**src/rtl/debounce_pkg.sv**
```systemverilog
// Shared definitions for the push-button debouncer.
//   state_e              : qualification FSM states
//   DEBOUNCE_27MHZ_10MS  : default qualification length (10 ms at 27 MHz)
package debounce_pkg;

    localparam int unsigned DEBOUNCE_27MHZ_10MS = 270000;

    typedef enum logic [1:0] {
        S_IDLE         = 2'd0,
        S_PRESS_WAIT   = 2'd1,
        S_HELD         = 2'd2,
        S_RELEASE_WAIT = 2'd3
    } state_e;

endpackage : debounce_pkg

```
**src/rtl/bit_sync.sv**
```systemverilog
// Multi-flop synchronizer for a single asynchronous input bit.
//   clk      : destination clock
//   reset_n  : asynchronous active-low reset, loads RST_VAL into every stage
//   d        : asynchronous input
//   q        : synchronized output (last stage)
module bit_sync #(
    parameter int unsigned STAGES  = 2,
    parameter bit          RST_VAL = 1'b0
) (
    input  logic clk,
    input  logic reset_n,
    input  logic d,
    output logic q
);

    logic [STAGES-1:0] sync_q;
    logic [STAGES-1:0] sync_d;

    // Shift chain: stage 0 samples the raw input, the top stage is the output.
    always_comb begin
        sync_d = {sync_q[STAGES-2:0], d};
    end

    always_ff @(posedge clk or negedge reset_n) begin
        if (!reset_n) begin
            sync_q <= {STAGES{RST_VAL}};
        end else begin
            sync_q <= sync_d;
        end
    end

    assign q = sync_q[STAGES-1];

endmodule : bit_sync

```
**src/rtl/button_debounce.sv**
```systemverilog
// Push-button debouncer: synchronizes a raw bouncing pin, requires
// DEBOUNCE_CYCLES consecutive stable samples before accepting a new level,
// and emits one-cycle press/release strobes alongside the clean level.
//   clk        : system clock
//   reset_n    : asynchronous active-low reset (from the power-on source)
//   button_in  : raw pin, asynchronous, may bounce
//   button_out : debounced level, same polarity as button_in
//   pressed    : one-cycle strobe on acceptance of the pressed level
//   released   : one-cycle strobe on acceptance of the released level
module button_debounce
    import debounce_pkg::*;
#(
    parameter int unsigned DEBOUNCE_CYCLES = DEBOUNCE_27MHZ_10MS,
    parameter int unsigned SYNC_STAGES     = 2,
    parameter bit          ACTIVE_LOW      = 1'b1
) (
    input  logic clk,
    input  logic reset_n,
    input  logic button_in,
    output logic button_out,
    output logic pressed,
    output logic released
);

    localparam logic        IDLE_LVL = ACTIVE_LOW ? 1'b1 : 1'b0;
    localparam int unsigned CNT_W    = $clog2(DEBOUNCE_CYCLES);
    localparam logic [CNT_W-1:0] CNT_MAX = CNT_W'(DEBOUNCE_CYCLES - 1);
    localparam logic [CNT_W-1:0] CNT_ONE = CNT_W'(1);

    logic             sync_q;
    state_e           state_q,      state_d;
    logic [CNT_W-1:0] cnt_q,        cnt_d;
    logic             button_out_q, button_out_d;
    logic             pressed_q,    pressed_d;
    logic             released_q,   released_d;

    // Raw pin enters the clock domain only through the synchronizer.
    bit_sync #(
        .STAGES  (SYNC_STAGES),
        .RST_VAL (IDLE_LVL)
    ) u_sync (
        .clk     (clk),
        .reset_n (reset_n),
        .d       (button_in),
        .q       (sync_q)
    );

    // Qualification FSM. Entering a WAIT state counts the first agreeing
    // sample as 1, so completion at CNT_MAX means DEBOUNCE_CYCLES samples.
    always_comb begin
        state_d      = state_q;
        cnt_d        = cnt_q;
        button_out_d = button_out_q;
        pressed_d    = 1'b0;
        released_d   = 1'b0;

        case (state_q)
            S_IDLE: begin
                if (sync_q != IDLE_LVL) begin
                    state_d = S_PRESS_WAIT;
                    cnt_d   = CNT_ONE;
                end
            end
            S_PRESS_WAIT: begin
                if (sync_q == IDLE_LVL) begin
                    state_d = S_IDLE;
                    cnt_d   = '0;
                end else if (cnt_q == CNT_MAX) begin
                    state_d      = S_HELD;
                    button_out_d = ~IDLE_LVL;
                    pressed_d    = 1'b1;
                    cnt_d        = '0;
                end else begin
                    cnt_d = cnt_q + CNT_ONE;
                end
            end
            S_HELD: begin
                if (sync_q == IDLE_LVL) begin
                    state_d = S_RELEASE_WAIT;
                    cnt_d   = CNT_ONE;
                end
            end
            S_RELEASE_WAIT: begin
                if (sync_q != IDLE_LVL) begin
                    state_d = S_HELD;
                    cnt_d   = '0;
                end else if (cnt_q == CNT_MAX) begin
                    state_d      = S_IDLE;
                    button_out_d = IDLE_LVL;
                    released_d   = 1'b1;
                    cnt_d        = '0;
                end else begin
                    cnt_d = cnt_q + CNT_ONE;
                end
            end
            default: begin
                state_d = S_IDLE;
                cnt_d   = '0;
            end
        endcase
    end

    always_ff @(posedge clk or negedge reset_n) begin
        if (!reset_n) begin
            state_q      <= S_IDLE;
            cnt_q        <= '0;
            button_out_q <= IDLE_LVL;
            pressed_q    <= 1'b0;
            released_q   <= 1'b0;
        end else begin
            state_q      <= state_d;
            cnt_q        <= cnt_d;
            button_out_q <= button_out_d;
            pressed_q    <= pressed_d;
            released_q   <= released_d;
        end
    end

    assign button_out = button_out_q;
    assign pressed    = pressed_q;
    assign released   = released_q;

endmodule : button_debounce

```
**config.mk**
```make
export PLATFORM = sky130hd
export DESIGN_NAME = button_debounce
export DESIGN_NICKNAME = d
export VERILOG_FILES = /design/src/rtl/debounce_pkg.sv /design/src/rtl/bit_sync.sv /design/src/rtl/button_debounce.sv
export SDC_FILE = /design/constraint.sdc
export NUM_CORES = 1
export LEC_CHECK = 0
export BUFFER_PORTS_ARGS = -buffer_cell sky130_fd_sc_hd__buf_2
export CORE_AREA = 2 2 65 67
export DETAILED_ROUTE_END_ITERATION = 10
export DIE_AREA = 0 0 67 69
export PLACE_DENSITY_LB_ADDON = 0.3
export RECOVER_POWER = 50
export SYNTH_ARGS = -nofsm -noshare
export SYNTH_HDL_FRONTEND = slang
export SYNTH_SLANG_ARGS = --single-unit
```
**constraint.sdc**
```tcl
create_clock -name clk -period 2.9 [get_ports clk]
set_input_delay 0.29 -clock clk [delete_from_list [all_inputs] [get_ports clk]]
set_output_delay 0.29 -clock clk [all_outputs]
set_load 0.02 [all_outputs]
```
==> out/metrics.yaml, run 1 <==
cts_buffers: 3
finalWorstSetupSlack_ns: 0.788
setup_violations: 0
reg2reg_slack_ns: 0.79
dieArea_sq_um: 4620
post_cts_buffers: 0
ys_ff_latch: 26
synth.area.top_cells: "dfrtp_1 43%, dfstp_2 5.9%, nand3_1 5.2%, nor2_1 5.1%, nand2_1 4.5%"
clockRootBuffer: "clkbuf_8"
cts_max_level: 1
fin_crit_ns: 2.11
syn_inst: 139
multi_input_area_sq_um: 658
cp.required_ns: 3.10
finalPower_w: 0.000714
fmax_mhz: 473
final_cell_count_no_fill: 197
maxSlewHeadroom: 0.106
final_antenna_net_count: 0
grt_max_degree: 27
synth_edf_count: 0
dp_hpwl_mm: 1.98
cap_violations: 0
path_class: "reg -> reg"
timing.final.crit_share: 0.728
grt_pass1_wl_mm: 4.62
powerDensity_nw_per_um2: 478
placed_cells: 193
io_pins: 6
pre_cts_ws_ns: 0.860
grt_pass1_vias: 1029
skew_ns: 0.00359
routedWlPerCell_um: 13.5
fin_tns_setup_ns: 0
firstDrtPassIters: 4
syn_area_sq_um: 1340
antennaDiodeCount: 0
route.detailed.drc: 0
grt_overflow: 0
worst_setup_path_start_kind: "register"
area_growth_syn_to_layout_pct: 11.8
hold_viol: 0
grt_usage: 0.126
arrival_ns: 2.31
postLayoutCoreUtil: 0.381
core_area_sq_um: 3910
ctsHoldBuffers: 0
die_w_um: 67
ir_worst_vdd_v: 0.000413
ctsLongestPathBuffers: 2
place_congestion: 0.834
start_util: 0.341
cts.repair.resized: 0
drt_iter0_drc: 47
row_count: 23
drive_above_1_share: 0.170
synth_ff_type: "dfrtp_1"
path_max_fanout: 6
cts_tree: "done"
fill_cells: 414
worst_pin_slew_ns: 1.34
vias_per_cell: 5.23
status: "finished clean"
syn_nets: 143
yosys.area.top_type: "dfrtp_1"
avgSynthCellArea_sq_um: 9.60
die-height_um: 69
clkSinkCount: 26
yosysUniqueCellTypes: 37
cp-end-kind: "register"
yosysTopAreaCellShare: 0.431
nets: 152
clkTransAtPathRegs_ns: 0.09
clock_latency_ns: 0.27
antenna_found_initial: 0
wl_mm: 2.66
min_path_type: "in -> reg"
numPortBuffers: 5
seq_area_sq_um: 654
yosys_warnings: 0
drv_slew: 0
seq_area_frac_synth: 0.490
leakagePower_nw: 0.595
async_reset_ff_frac: 1.00
vias: 1031
rsz0062_at_grt: "no"
## worst max-delay path, stage by stage (launching register included)
cell,delay (ns)
dfrtp_1,0.43
ha_1,0.24
nand3_1,0.24
nor4_1,0.61
nand2_1,0.15
or3_1,0.31
o21ai_0,0.07
## layer usage
metal | global-route usage | routed length (um) | up-vias
met1 | 0.178 | 1250 | 493
met3 | 0.0326 | 152 | 4
li1 | - | - | 508
met2 | 0.188 | 1230 | 26
met5 | 0 | 0 | -
met4 | 0.0363 | 29 | 0
## placed cells by master (no fill, tap or decap), types with 2 or more instances in the layout
| cell | count |
|---|---|
| nor2_1 | 18 |
| clkbuf_8 | 3 |
| dfrtp_1 | 23 |
| and3_2 | 2 |
| xnor2_1 | 4 |
| dfstp_2 | 3 |
| nand2_1 | 16 |
| inv_1 | 4 |
| nand4_1 | 5 |
| nor4_1 | 2 |
| buf_2 | 4 |
| and3_1 | 2 |
| a22o_2 | 2 |
| o21ai_0 | 7 |
| nand3_1 | 14 |
| a21oi_1 | 3 |
| nor3_1 | 4 |
| xor2_1 | 6 |
| or3_1 | 3 |
## synthesized netlist by cell type, types with 2 or more instances
cell and instances:
nand4_1 5, and3_2 2, dfrtp_1 23, clkbuf_1 2
nor2_1 18, dfstp_2 3, nor3_1 4, xnor2_1 4
nand2_1 16, nand3_1 14, xor2_1 6, inv_1 4
and3_1 2, o21ai_0 7, a22o_2 2, or3_1 3
nor4_1 2, a21oi_1 3
## sequential cells by signal, indices dropped and copies added (netlist names), named ones only
signal	flops
u_sync.sync_q	2
cnt_q	19
pressed	1
released	1
button_out	1
state_q	1
## metrics by stage
step | hold slack (ns) | instance area, sq um
after floorplan | -0.00559 | 1340
after global placement | 0.312 | 1420
after detailed placement | 0.322 | 1420
after CTS | 0.0183 | 1490
after global routing | 0.0910 | 1490
final | 0.110 | 1490
## where the power goes
part | internal, W | leakage (nW) | switching (W) | total, W
registers | 0.000370 | 0.347 | 0.00000834 | 0.000379
logic | 0.0000113 | 0.212 | 0.0000248 | 0.0000362
clock network | 0.000185 | 0.0357 | 0.000115 | 0.000299
total | 0.000566 | 0.595 | 0.000148 | 0.000714
## cells by family (layout without fill, tap and decap cells)
family / Yosys count / in the layout / synth area share
compound gates: 17 / 17 / 0.0825
xor+xnor: 10 / 10 / 0.0656
fa+ha+maj: 1 / 1 / 0.00937
buf+inv: 6 / 14 / 0.0169
flops: 26 / 26 / 0.490
mux: 1 / 1 / 0.00750
simple gates: 78 / 78 / 0.328
## path summary, 6_finish.rpt
check,from,end,cells past startpoint
worst min register to register,u_sync.sync_q[0],u_sync.sync_q[1],0
worst min-delay path,button_in,u_sync.sync_q[0],1
min in group asynchronous,reset_n,cnt_q[6],1
worst max register to register,cnt_q[0],cnt_q[12],6
max in group asynchronous,reset_n,cnt_q[2],1
worst max-delay path,cnt_q[0],cnt_q[12],6
## layout make-up
class,count,area share
tap,50,0.0419
sequential,26,0.438
timing repair buffer,6,0.0210
inverter,4,0.0101
multi-input combinational,107,0.441
clock inverter,1,0.0201
clock buffer,3,0.0277
Power figures use the tool's default switching activity.
==> run 2: changes to the inputs <==
clock period = 1.75 ns   (was 2.9 ns; I/O delays follow)
==> run 2 against run 1 <==
  * The run now ends with setup timing left
  * Register-to-register slack lost 0.91 ns
  * Largest power group unchanged
  * Wire length up 17%
  * Setup slack worse by 0.91 ns
  * Final cell count rose by 15%
  * Count of clock-buffer cells in the layout is the same
  * Clock power rose by 71%
  * Hold slack better by 0.25 ns
==> out/metrics.yaml, run 2 (synthesis results as in run 1) <==
status: "finished with violations"  # was finished clean
failed_checks: "setup timing"
ir_worst_vdd_v: 0.000495  # was 0.000413 V
grt_max_degree: 27  # unchanged
arrival_ns: 2.04  # was 2.31 ns
fin_tns_setup_ns: -0.610  # was 0 ns
dpl-instance-area_sq_um: 1630  # was 1420 sq um
vias: 1167  # was 1031
critPathBufInv: 0  # unchanged
drt_iter0_drc: 27  # was 47
cts_tree: "done"  # unchanged
wl_mm: 3.12  # was 2.66 mm
final_antenna_net_count: 0  # unchanged
ff2ff_path_depth: 5  # was 6
top_regs: "cnt_q: 19 flops, u_sync.sync_q: 2 flops"  # unchanged
antenna_found_initial: 0  # unchanged
pre_cts_ws_ns: -0.0886  # was 0.860 ns
reg2reg_slack_ns: -0.12  # was 0.79 ns
route.detailed.drc: 0  # unchanged
clkSinkCount: 26  # unchanged
fmax_mhz: 535  # was 473 MHz
routedWlPerCell_um: 13.7  # was 13.5 um
drv_slew: 0  # unchanged
leakagePower_nw: 0.771  # was 0.595 nW
numPortBuffers: 5  # unchanged
grt_overflow: 0  # unchanged
die_w_um: 67  # unchanged
setup_violations: 12  # was 0
clkTransAtPathRegs_ns: 0.10  # was 0.09 ns
finalPower_w: 0.00126  # was 0.000714 W
clock_latency_ns: 0.28  # was 0.27 ns
grt_pass1_vias: 1164  # was 1029
powerDensity_nw_per_um2: 692  # was 478 nW/um^2
cp_num_cells: 5  # was 6
path_cells: "or4b_4 > nor4_4 > a21oi_4 > and3_1 > a221o_1"  # was ha_1 > nand3_1 > nor4_1 > nand2_1 > or3_1 > o21ai_0
finalWorstSetupSlack_ns: -0.119  # was 0.788 ns
vias_per_cell: 5.14  # was 5.23
io_pins: 6  # unchanged
maxSlewHeadroom: 0.570  # was 0.106
skew_ns: 0.00891  # was 0.00359 ns
layout_common_cells: "28 x buf_4, 23 x dfrtp_1, 17 x nor2_1"  # was 23 x dfrtp_1, 18 x nor2_1, 16 x nand2_1
whs_endpoint: "u_sync.sync_q[1]"  # was u_sync.sync_q[0]
drive_above_1_share: 0.356  # was 0.170
critPathTopFamily: "simple AND/OR/NAND/NOR gates"  # unchanged
worst_pin_slew_ns: 0.646  # was 1.34 ns
cts_max_level: 1  # unchanged
start_util: 0.341  # unchanged
rr_startpoint: "cnt_q[17]"  # was cnt_q[0]
worstHoldPathCells: 0  # was 1
grt_usage: 0.147  # was 0.126
cp-end-kind: "register"  # unchanged
fill_cells: 387  # was 414
dieArea_sq_um: 4620  # unchanged
fin_crit_ns: 1.87  # was 2.11 ns
grt_pass1_wl_mm: 5.33  # was 4.62 mm
dp_hpwl_mm: 2.28  # was 1.98 mm
final_common_cell: "buf_4"  # was dfrtp_1
hold_viol: 0  # unchanged
path_class: "reg -> reg"  # unchanged
cap_violations: 0  # unchanged
placed_cells: 219  # was 193
area_growth_syn_to_layout_pct: 35.8  # was 11.8%
cp_slowest_cell: "or4b_4"  # was nor4_1
die-height_um: 69  # unchanged
cp.required_ns: 1.92  # was 3.10 ns
hp-start: "u_sync.sync_q[0]"  # was button_in
largest_reg_flops: 19  # unchanged
final_cell_area_sq_um: 1810  # was 1490 sq um
clockRootBuffer: "clkbuf_8"  # unchanged
core_area_sq_um: 3910  # unchanged
antennaDiodeCount: 0  # unchanged
firstDrtPassIters: 4  # unchanged
min_path_type: "reg -> reg"  # was in -> reg
rsz0062_at_grt: "yes"  # was no
timing.final.crit_share: 1.07  # was 0.728
ctsLongestPathBuffers: 2  # unchanged
critical-path-max-stage-delay_ns: 0.55  # was 0.61 ns
nets: 182  # was 152
cts_buffers: 3  # unchanged
reg2reg_to: "cnt_q[10]"  # was cnt_q[12]
worst_setup_path_start_kind: "register"  # unchanged
row_count: 23  # unchanged
final_cell_count_no_fill: 227  # was 197
startpoint: "cnt_q[17]"  # was cnt_q[0]
place_congestion: 0.888  # was 0.834
path_max_fanout: 5  # was 6
top_register: "cnt_q"  # unchanged
-- run 2: changes by cell type in the layout (fill, tap and decap cells not counted), sizes merged --
cell | before | now
buf | 5 | 33
dlygate4sd3 | 0 | 2
-- run 2: worst max path at each step --
stage,to,slack [ns]
after floorplan,cnt_q[10],-0.05
after global placement,cnt_q[10],-0.03
after detailed placement,cnt_q[10],-0.09
after CTS,cnt_q[10],-0.10
after global routing,cnt_q[10],-0.14
final,cnt_q[10],-0.12
-- run 2: layer usage --
metal	track usage	vias up	wire, um
met5	0	-	0
met4	0.0340	0	39
met3	0.0310	8	128
met2	0.245	32	1510
met1	0.193	560	1440
li1	-	567	-
-- run 2: layout make-up --
| type | count | area [sq um] | share of cell area |
|---|---|---|---|
| Inverter | 4 | 15.0 | 0.00828 |
| Multi-Input combinational cell | 107 | 743 | 0.410 |
| Timing Repair Buffer | 36 | 267 | 0.147 |
| Sequential cell | 26 | 654 | 0.361 |
| Clock buffer | 3 | 41.3 | 0.0228 |
| Tap cell | 50 | 62.6 | 0.0345 |
| Clock inverter | 1 | 30.0 | 0.0166 |
-- run 2: through the flow --
step | util | hold WS [ns]
floorplan | - | -0.121
global placement | 0.417 | 0.206
detailed placement | 0.417 | 0.209
CTS | 0.448 | 0.364
global route | 0.463 | 0.366
finish | 0.463 | 0.362
-- run 2: where the power goes --
group	switching, W	internal, W	total, W
clock network	0.000205	0.000306	0.000512
registers	0.0000132	0.000614	0.000627
logic	0.0000612	0.0000558	0.000117
-- run 2: repair_timing --
action,CTS,global route
endpoints found under the setup margin,11,21
hold endpoints to repair,24,0
setup buffers,0,2
pin swaps,6,3
hold buffers,2,0
resized for setup,5,10
==> run 3: changes to the inputs <==
CORE_AREA = 5 5 68 70   (was 2 2 65 67)
DIE_AREA = 0 0 73 75   (was 0 0 67 69)
==> run 3 against run 2 <==
  * The run still ends with setup timing left
  * Core utilization fell by 0.51 points
  * Wire length is 3.4% lower
  * Register-to-register slack improved by 0.03 ns
  * Clock power shrank 3%
  * Count of clock-buffer cells in the layout unchanged
  * Clock skew is 0.0063 ns lower
  * Critical endpoint unchanged
==> out/metrics.yaml, run 3 (synthesis results as in run 1) <==
clock_latency_ns: 0.27  # was 0.28 ns
worst_pin_slew_ns: 0.693  # was 0.646 ns
skew_ns: 0.00264  # was 0.00891 ns
nets: 181  # was 182
met3_usage: 0.0214  # was 0.0310
path_max_fanout: 5  # unchanged
row_count: 23  # unchanged
fill_cells: 386  # was 387
firstDrtPassIters: 4  # unchanged
clkTransAtPathRegs_ns: 0.09  # was 0.10 ns
hold_ws_ns: 0.361  # was 0.362 ns
die_w_um: 73  # was 67 um
routedWlPerCell_um: 13.3  # was 13.7 um
seq_area_sq_um: 654  # unchanged
final_antenna_net_count: 0  # unchanged
top_usage_layer: "met2"  # unchanged
worst_setup_path_start_kind: "register"  # unchanged
fmax_mhz: 543  # was 535 MHz
dp_hpwl_mm: 2.27  # was 2.28 mm
worstHoldPathCells: 0  # unchanged
drive_above_1_share: 0.352  # was 0.356
finalWorstSetupSlack_ns: -0.0913  # was -0.119 ns
reg2reg_to: "cnt_q[10]"  # unchanged
dieArea_sq_um: 5480  # was 4620 sq um
area_growth_syn_to_layout_pct: 34.3  # was 35.8%
layout_common_cells: "26 x buf_4, 23 x dfrtp_1, 16 x nor2_1, 16 x nand2_1, 13 x nand3_1"  # was 28 x buf_4, 23 x dfrtp_1, 17 x nor2_1
status: "finished with violations"  # unchanged
timing.final.crit_share: 1.05  # was 1.07
antennaDiodeCount: 0  # unchanged
leakagePower_nw: 0.764  # was 0.771 nW
final_cell_count_no_fill: 226  # was 227
reg2reg_slack_ns: -0.09  # was -0.12 ns
rr_startpoint: "cnt_q[17]"  # unchanged
start_util: 0.341  # unchanged
cp.required_ns: 1.91  # was 1.92 ns
cts_tree: "done"  # unchanged
vias_per_cell: 4.98  # was 5.14
ctsLongestPathBuffers: 2  # unchanged
failed_checks: "setup timing"  # unchanged
grt_usage: 0.123  # was 0.147
met2_usage: 0.197  # was 0.245
powerDensity_nw_per_um2: 686  # was 692 nW/um^2
fin_crit_ns: 1.84  # was 1.87 ns
top_register: "cnt_q"  # unchanged
whs_endpoint: "u_sync.sync_q[1]"  # unchanged
placed_cells: 219  # unchanged
cap_violations: 0  # unchanged
grt_pass1_wl_mm: 5.26  # was 5.33 mm
numPortBuffers: 5  # unchanged
clkSinkCount: 26  # unchanged
postLayoutCoreUtil: 0.458  # was 0.463
grt_overflow: 0  # unchanged
hp-start: "u_sync.sync_q[0]"  # unchanged
core_area_sq_um: 3910  # unchanged
grt_pass1_vias: 1110  # was 1164
min_path_type: "reg -> reg"  # unchanged
maxSlewHeadroom: 0.537  # was 0.570
top_regs: "cnt_q: 19 flops, u_sync.sync_q: 2 flops"  # unchanged
wl_mm: 3.01  # was 3.12 mm
place_congestion: 0.854  # was 0.888
grt_use_met1: 0.173  # was 0.193
largest_reg_flops: 19  # unchanged
rsz0062_at_grt: "yes"  # unchanged
ff2ff_path_depth: 5  # unchanged
cp-end-kind: "register"  # unchanged
multi_input_area_sq_um: 727  # was 743 sq um
io_pins: 6  # unchanged
hold_viol: 0  # unchanged
vias: 1125  # was 1167
antenna_found_initial: 0  # unchanged
cts_buffers: 3  # unchanged
drt_iter0_drc: 58  # was 27
final_common_cell: "buf_4"  # unchanged
drv_slew: 0  # unchanged
die-height_um: 75  # was 69 um
setup_violations: 14  # was 12
route.detailed.drc: 0  # unchanged
pre_cts_ws_ns: -0.0844  # was -0.0886 ns
clockRootBuffer: "clkbuf_8"  # unchanged
path_class: "reg -> reg"  # unchanged
cts_max_level: 1  # unchanged
grt_max_degree: 27  # unchanged
arrival_ns: 2.00  # was 2.04 ns
ir_worst_vdd_v: 0.000389  # was 0.000495 V
==> run 3: cell count changes in the layout (fill, tap and decap cells not counted), moves of 2 or more <==
cell and delta:
and3_4 -2, buf_4 -2, o21ai_0 -3, o21ai_1 +2
==> run 3: layout make-up <==
cell class,instances,area share
well taps,50,0.0349
clock inverters,1,0.0167
multi-input cells,107,0.405
clock buffers,3,0.0230
flip-flops and latches,26,0.365
repair buffers,35,0.147
inverters,4,0.00837
==> run 3: timing repair <==
| action | in CTS | in global routing |
|---|---|---|
| endpoints found under the setup margin | 13 | 22 |
| setup buffers | 0 | 1 |
| resized for setup | 11 | 7 |
| hold buffers | 2 | 0 |
| hold endpoints to repair | 24 | 0 |
| gates cloned | 0 | 0 |
| pin swaps | 6 | 1 |
==> run 3: power by group <==
group / switching (W) / total (W) / leakage (nW) / internal [W]
registers: 0.00000981 / 0.000623 / 0.347 / 0.000614
clock network: 0.000192 / 0.000498 / 0.0357 / 0.000306
logic: 0.0000583 / 0.000108 / 0.382 / 0.0000499
==> run 3: metal layers <==
metal / routed length [um] / share of wire
met1: 1470 / 0.49
met4: 35 / 0.012
met5: 0 / 0
met3: 77 / 0.026
met2: 1430 / 0.48
==> run 3: worst max-delay path, cell delays in order, from the launching register on <==
cell	delay, ns
dfrtp_1	0.40
or4b_4	0.55
nor4_4	0.24
a21oi_4	0.12
and3_1	0.18
a221o_1	0.25
==> run 3: stage by stage <==
| stage | area, sq um | TNS [ns] | power (W) |
|---|---|---|---|
| floorplan | 1350 | -0.0543 | 0.000674 |
| global placement | 1630 | -0.0939 | 0.000727 |
| detailed placement | 1630 | -0.476 | 0.000729 |
| CTS | 1760 | -0.499 | 0.00124 |
| global route | 1790 | -1.87 | 0.00129 |
| finish | 1790 | -0.495 | 0.00123 |
==> run 3: worst max-delay path by stage <==
stage,slack (ns),start,to
after floorplan,-0.05,cnt_q[17],cnt_q[10]
after global placement,-0.03,cnt_q[17],cnt_q[10]
after detailed placement,-0.08,cnt_q[17],cnt_q[10]
after CTS,-0.1,cnt_q[17],cnt_q[10]
after global routing,-0.18,u_sync.sync_q[1],cnt_q[8]
final,-0.09,cnt_q[17],cnt_q[10]
